$ cat src/rtl/meter_channel_arbiter.sv
// Round-robin arbiter sharing one bar-array display writer between NUM_CH meter
// converters, with one-entry capture buffers per channel and a frame_done pulse.
module meter_channel_arbiter #(
    parameter  int NUM_CH = 2,
    parameter  int WIDTH  = 32,
    localparam int CH_W   = (NUM_CH > 1) ? $clog2(NUM_CH) : 1
) (
    input  logic                    clk,
    input  logic                    reset,
    input  logic [NUM_CH-1:0]       in_valid,
    output logic [NUM_CH-1:0]       in_ready,
    input  logic [NUM_CH*WIDTH-1:0] in_array,
    output logic                    o_valid,
    input  logic                    o_ready,
    output logic [CH_W-1:0]         o_channel,
    output logic [WIDTH-1:0]        o_array,
    output logic                    frame_done
);

    // Handshakes: a transfer happens on an edge where valid && ready; valid never
    // waits on ready, and o_valid/o_array/o_channel stay frozen while o_ready is low.

    localparam logic [CH_W:0] LP_NUM = (CH_W+1)'(NUM_CH);

    logic [NUM_CH-1:0] r_buf_full;
    logic [WIDTH-1:0]  r_buf [NUM_CH];
    logic [CH_W-1:0]   r_rr_ptr;
    logic [NUM_CH-1:0] r_seen;

    logic              w_free;
    logic              w_any;
    logic              w_grant;
    logic [CH_W-1:0]   w_sel;
    logic [CH_W-1:0]   w_rr_next;
    logic [NUM_CH-1:0] w_take;
    logic              w_out_hs;
    logic [NUM_CH-1:0] w_seen_next;

    assign in_ready = ~r_buf_full;
    assign w_free   = !o_valid || o_ready;
    assign w_grant  = w_free && w_any;
    assign w_out_hs = o_valid && o_ready;
    assign w_take   = w_grant ? (NUM_CH'(1) << w_sel) : '0;
    assign w_seen_next = r_seen | (NUM_CH'(1) << o_channel);

    // First full buffer at or after rr_ptr, wrapping modulo NUM_CH.
    always_comb begin
        logic [CH_W:0] v_idx;
        logic [CH_W:0] v_next;
        w_any  = 1'b0;
        w_sel  = '0;
        v_idx  = '0;
        v_next = '0;
        for (int k = 0; k < NUM_CH; k++) begin
            v_idx = {1'b0, r_rr_ptr} + (CH_W+1)'(k);
            if (v_idx >= LP_NUM) begin
                v_idx = v_idx - LP_NUM;
            end
            if (!w_any && r_buf_full[v_idx[CH_W-1:0]]) begin
                w_any = 1'b1;
                w_sel = v_idx[CH_W-1:0];
            end
        end
        v_next = {1'b0, w_sel} + (CH_W+1)'(1);
        if (v_next >= LP_NUM) begin
            v_next = '0;
        end
        w_rr_next = v_next[CH_W-1:0];
    end

    always_ff @(posedge clk or posedge reset) begin
        if (reset) begin
            r_buf_full <= '0;
            for (int c = 0; c < NUM_CH; c++) begin
                r_buf[c] <= '0;
            end
        end else begin
            for (int c = 0; c < NUM_CH; c++) begin
                // A buffer is either drained or filled on an edge, never both.
                if (w_take[c]) begin
                    r_buf_full[c] <= 1'b0;
                end else if (in_valid[c] && !r_buf_full[c]) begin
                    r_buf_full[c] <= 1'b1;
                    r_buf[c]      <= in_array[c*WIDTH +: WIDTH];
                end
            end
        end
    end

    always_ff @(posedge clk or posedge reset) begin
        if (reset) begin
            o_valid   <= 1'b0;
            o_array   <= '0;
            o_channel <= '0;
            r_rr_ptr  <= '0;
        end else if (w_grant) begin
            o_valid   <= 1'b1;
            o_array   <= r_buf[w_sel];
            o_channel <= w_sel;
            r_rr_ptr  <= w_rr_next;
        end else if (o_ready) begin
            o_valid   <= 1'b0;
        end
    end

    always_ff @(posedge clk or posedge reset) begin
        if (reset) begin
            r_seen     <= '0;
            frame_done <= 1'b0;
        end else begin
            frame_done <= 1'b0;
            if (w_out_hs) begin
                if (&w_seen_next) begin
                    frame_done <= 1'b1;
                    r_seen     <= '0;
                end else begin
                    r_seen <= w_seen_next;
                end
            end
        end
    end

endmodule
$ cat config.mk
export PLATFORM = sky130hd
export DESIGN_NAME = meter_channel_arbiter
export DESIGN_NICKNAME = d
export VERILOG_FILES = /design/src/rtl/meter_channel_arbiter.sv
export SDC_FILE = /design/constraint.sdc
export NUM_CORES = 1
export LEC_CHECK = 0
export ABC_AREA = 0
export CAP_MARGIN = 10
export CELL_PAD_IN_SITES_DETAIL_PLACEMENT = 2
export CELL_PAD_IN_SITES_GLOBAL_PLACEMENT = 2
export CORE_MARGIN = 10
export CORE_UTILIZATION = 35
export CTS_CLUSTER_SIZE = 25
export DETAILED_ROUTE_END_ITERATION = 16
export GPL_TIMING_DRIVEN = 0
export HOLD_SLACK_MARGIN = 0.02
export PLACE_DENSITY_LB_ADDON = 0.12
export SLEW_MARGIN = 30
export SYNTH_ARGS = -nofsm -noshare
export SYNTH_HDL_FRONTEND = slang
export SYNTH_SLANG_ARGS = --single-unit
$ cat constraint.sdc
create_clock -name clk -period 9.3 [get_ports clk]
set_clock_uncertainty 0.1 [all_clocks]
set_input_delay 1.395 -clock clk [delete_from_list [all_inputs] [get_ports clk]]
set_output_delay 1.395 -clock clk [all_outputs]
set_load 0.01 [all_outputs]
==> results.tsv, run 1 <==
metric	value	unit
clkSinkCount	104	
dieArea	0.0165	mm2
dp_hpwl	8500	um
async_flop_share	1.00	
cp.arrival	1470	ps
finalHoldViolCount	0	
clk_pin_slew	70	ps
grt_setup_unrepaired	no	
port_buffers	105	
htree_levels	3	
cellLeakagePower	2.52	nW
ctsRootBufferMaster	clkbuf_16	
grt_usage	0.152	
timing.slew.headroom	0.563	
setup_violations	0	
power_density	350	mW/mm2
synth_edf_count	0	
path_class	reg2out	
critPathLaunchType	flip-flop	
cts_max_path_buffers	2	
max_freq	338	MHz
fin_crit_sh	0.318	
drive_above_1_share	0.235	
worst_slack	6340	ps
synthCells	278	
p_int	0.00140	W
worstMarginPinSlew	652	ps
wl_per_cell	22.5	um
pre_cts_slack	5990	ps
ys_seq_area_frac	0.633	
hold_path.class	reg2reg	
multi_input_area	0.00137	mm2
cts_buffers	9	
worst_setup_path_end_kind	output pin	
placed_cell_area	0.00536	mm2
ios	106	
fill_cells	1107	
synth_ff_type	dfrtp_1	
p_sw_frac	0.302	
antenna_found_initial	0	
synthXorXnorAreaFrac	0	
worstPathMaxFanout	6	
postLayoutCoreUtil	0.500	
antenna_left	0	
switching_power	0.000607	W
drt_iter0_drc	144	
clock_power_share	0.233	
ctsHoldBuffers	0	
first_global_vias	3436	
grt-ovfl-total	0	
cp_data_required_time	7810	ps
dr.pass1.iters	4	
initial_utilization	0.358	
remaining_drc_errors	0	
yosys.area_share.simple	0.0624	
status	finished clean	
final_cells	543	
combPwrFrac	0.361	
period_needed	2960	ps
die_w	128	um
area_delta_synth_final	39.5	%
netlist_area	0.00411	mm2
synth_top_family_by_area	multiplexers	
finalNetCount	464	
num_vias	2835	
drt_wl_total	12200	um
synthDistinctLibCells	25	
routed_via_density	5.22	
ir_drop	181	uV
fin_area	0.00573	mm2
register_area	0.00260	mm2
grt_pass1_wl	19400	um
synth_nets	347	
postCtsSetupRepairBufs	0	
core_area	0.0115	mm2
post_cts_resize_count	0	
synthAdderAreaFrac	0	
die_h	128	um
finalSetupTns	0	ps
maxCapViolations	0	
globalplace.congestion	0.697	
yosysWarnings	0	
syn_avg_cell_area	14.8	um2
ys_ff_latch	104	
netlist.top_cell.by_area	dfrtp_1	
synth_area_leaders	dfrtp_1 (63%), mux2_2 (16%), a221o_1 (7.8%), and3_1 (4.9%), buf_2 (1.1%)	
netlist.area_leader.share	0.633	
cts_tree	built	
rows	39	
antenna_cells	0	
pwr-share-seq	0.406	
drv_slew	0	
clkLatencyLatePin	350	ps
synth_compound_area_frac	0.0926	
muxShareOfSynthArea	0.178	
grt_max_degree	67	
place_inst	527	
==> per-layer routing <==
metal / global-route usage / up-vias / share of wire / wire [um]
met5: 0 / - / 0 / 0
met4: 0.0477 / 0 / 0.012 / 147
met3: 0.0505 / 10 / 0.058 / 705
met2: 0.266 / 63 / 0.52 / 6390
met1: 0.172 / 1500 / 0.41 / 4960
li1: - / 1262 / - / -
==> cell usage in the layout, fill, tap and decap left out, types with 2 or more instances in the layout <==
| master | instances |
|---|---|
| buf_6 | 4 |
| clkinv_2 | 2 |
| mux2_1 | 4 |
| nor2b_1 | 2 |
| nor2_1 | 4 |
| clkbuf_16 | 9 |
| clkbuf_1 | 8 |
| a221o_1 | 32 |
| bufinv_16 | 4 |
| clkdlybuf4s50_1 | 105 |
| nand2b_1 | 2 |
| and3_1 | 32 |
| buf_2 | 9 |
| nand2_1 | 3 |
| dfrtp_1 | 104 |
| mux2_2 | 60 |
==> synth_stat cells (2+ instances only) <==
master      n
dfrtp_1   104
mux2_2     60
a221o_1    32
and3_1     32
buf_2       9
clkbuf_1    8
buf_6       4
mux2_1      4
nor2_1      4
nand2_1     3
inv_1       2
nand2b_1    2
nor2b_1     2
==> registers in the layout (all words and copies together) (netlist names) <==
signal      flops
o_valid         1
o_channel       1
r_buf_full      2
r_rr_ptr        1
o_array        32
r_buf          64
frame_done      1
r_seen          2
==> through the flow <==
stage,power [W],hold WS (ps)
floorplan,0.00121,349
global placement,0.00151,362
detailed placement,0.00156,383
CTS,0.00204,404
global route,0.00214,419
finish,0.00201,399
==> layout make-up <==
class | count | area share
sequential | 104 | 0.454
timing repair buffer | 106 | 0.187
multi-input combinational | 149 | 0.239
tap | 143 | 0.0312
clock inverter | 6 | 0.0227
buffer | 22 | 0.0223
clock buffer | 10 | 0.0417
inverter | 3 | 0.00284
==> worst max-delay path: stages (launching register included) <==
cell             delay, ps
dfrtp_1                450
inv_1                  120
clkdlybuf4s50_1        540
==> final timing paths <==
kind                            slack (ps)     startpoint          end  cells past startpoint
worst min register to register         400      r_seen[1]    r_seen[0]                      1
worst min-delay path                   400      r_seen[1]    r_seen[0]                      1
worst max register to register        7490  r_buf_full[1]     r_buf[3]                      4
max in group asynchronous             7070          reset     r_buf[9]                      3
min in group asynchronous             1400          reset    r_buf[29]                      2
worst max-delay path                  6340  r_buf_full[1]  in_ready[1]                      2
==> power groups by stage <==
stage,clock network (W),logic (W),registers [W]
6_report,0.000467,0.000726,0.000815
5_1_grt,0.000497,0.000793,0.000850
4_1_cts,0.000478,0.000744,0.000819
3_5_place_dp,0,0.000737,0.000822
3_3_place_gp,0,0.000708,0.000805
2_1_floorplan,0,0.000402,0.000813
==> logic make-up after synthesis <==
kind of cell,count (synthesis)
buf+inv,25
mux,65
simple gates,44
compound gates,40
flops,104
No activity file was read; power rests on OpenSTA's default activity.
==> run 2, diff against run 1 <==
- CORE_UTILIZATION: 35 -> 33
- clock period: 9.3 -> 3 ns (I/O delays scaled with it)
==> run 2 against run 1 <==
  * Global-route usage is 1.3 points lower
  * First-iteration DRC count is 42% lower
  * Sequential power grew to 3.1 times the previous value
  * Power grew to 3.0 times the previous value
  * Hold slack worse by 18 ps
  * Critical endpoint is now o_array[6]
  * Largest power group unchanged
==> results.tsv, run 2 (same netlist as run 1, synthesis figures left out) <==
metric	value	unit	change
fin_crit_sh	0.677		
globalplace.congestion	0.683		was 0.697
power_density	1040	mW/mm2	was 350 mW/mm2
antenna_found_initial	0		unchanged
drv_slew	0		unchanged
drt_wl_total	11900	um	was 12200 um
dieArea	0.0173	mm2	was 0.0165 mm2
rows	40		was 39
max_freq	492	MHz	
die_w	132	um	was 128 um
grt_max_degree	26		was 67
antenna_cells	0		unchanged
ios	106		unchanged
dr.pass1.iters	4		unchanged
finalSetupTns	0	ps	unchanged
clk_pin_slew	70	ps	about the same
grt-ovfl-total	0		unchanged
cp.arrival	2170	ps	was 1470 ps
routed_via_density	4.92		was 5.22
grt_setup_unrepaired	no		unchanged
ctsHoldBuffers	0		unchanged
final_cell_mix	clkdlybuf4s50_1 (105), dfrtp_1 (104), mux2_2 (60)		unchanged
critPathLaunchType	input port		was flip-flop
grt_usage	0.139		was 0.152
htree_levels	3		unchanged
worst_setup_path_end_kind	flip-flop		was output pin
remaining_drc_errors	0		unchanged
first_global_vias	3324		was 3436
status	finished clean		unchanged
worstPathMaxFanout	10		was 6
largestRegisters	r_buf (64), o_array (32)		unchanged
finalNetCount	467		was 464
antenna_left	0		unchanged
final_cells	571		was 543
port_buffers	105		unchanged
fin_area	0.00579	mm2	was 0.00573 mm2
num_vias	2812		was 2835
regMostFlops	r_buf		unchanged
finalHoldViolCount	0		unchanged
drive_above_1_share	0.238		was 0.235
cts_tree	built		unchanged
post_cts_resize_count	0		unchanged
setup_violations	0		unchanged
drt_iter0_drc	84		was 144
clkLatencyLatePin	350	ps	about the same
period_needed	2030	ps	
final_common_cell	clkdlybuf4s50_1		unchanged
ir_drop	418	uV	was 181 uV
power	0.00603	W	was 0.00201 W
placed_cell_area	0.00547	mm2	was 0.00536 mm2
timing.slew.headroom	0.582		was 0.563
maxCapViolations	0		unchanged
grt_pass1_wl	19300	um	was 19400 um
dp_hpwl	8560	um	was 8500 um
ctsRootBufferMaster	clkbuf_16		unchanged
path_class	in2reg		was reg2out
cts_max_path_buffers	2		unchanged
hold_path.class	reg2reg		unchanged
initial_utilization	0.339		was 0.358
cellLeakagePower	2.52	nW	about the same
area_delta_synth_final	41.0	%	was 39.5%
largest_reg_flops	64		unchanged
wl_per_cell	20.9	um	was 22.5 um
worstMarginPinSlew	622	ps	was 652 ps
die_h	132	um	was 128 um
core_area	0.0121	mm2	was 0.0115 mm2
cp_data_required_time	3130	ps	was 7810 ps
clkSinkCount	104		unchanged
place_inst	555		was 527
cts_buffers	9		unchanged
postCtsSetupRepairBufs	0		unchanged
==> run 2: report_power, final <==
group	total [W]	leakage [nW]	internal, W	switching, W
clock network	0.00127	0.152	0.000753	0.000516
registers	0.00251	1.24	0.00211	0.000399
logic	0.00225	1.13	0.00132	0.000933
total	0.00603	2.52	0.00419	0.00185
==> run 2: path summary, 6_finish.rpt <==
kind,from,to,slack [ps],cells past startpoint
max in group asynchronous,reset,r_buf[8],1670,4
worst min register to register,r_buf[38],r_buf[38],380,1
worst max-delay path,o_ready,o_array[6],970,6
worst min-delay path,r_buf[38],r_buf[38],380,1
worst max register to register,r_buf_full[1],r_buf[2],1160,4
min in group asynchronous,reset,r_seen[1],410,2
==> run 2: cell type report <==
class	instances	area (um2)
Clock buffer	11	243
Clock inverter	5	80.1
Fill cell	1197	6320
Multi-Input combinational cell	149	1370
Timing Repair Buffer	109	1150
Inverter	3	15.0
Tap cell	168	210
Sequential cell	104	2600
Buffer	22	128
==> run 2: worst max-delay path, stage by stage <==
cell and delay, ps:
clkdlybuf4s50_1 480, nand2b_1 120, buf_4 190, o21ai_1 250, buf_2 290, a221o_1 380
==> run 2: stage by stage <==
stage | hold slack [ps] | setup slack (ps) | utilization
after detailed placement | 372 | 585 | 0.452
after CTS | 385 | 921 | 0.478
after global routing | 398 | 894 | 0.478
after global placement | 361 | 82.8 | 0.444
after floorplan | 349 | 1200 | -
final | 380 | 969 | 0.478
==> run 2: layer usage <==
| layer | track usage | up-vias | wire, um |
|---|---|---|---|
| met3 | 0.0507 | 7 | 539 |
| met4 | 0.0260 | 0 | 79 |
| li1 | - | 1271 | - |
| met2 | 0.232 | 62 | 6040 |
| met5 | 0 | - | 0 |
| met1 | 0.170 | 1472 | 5280 |
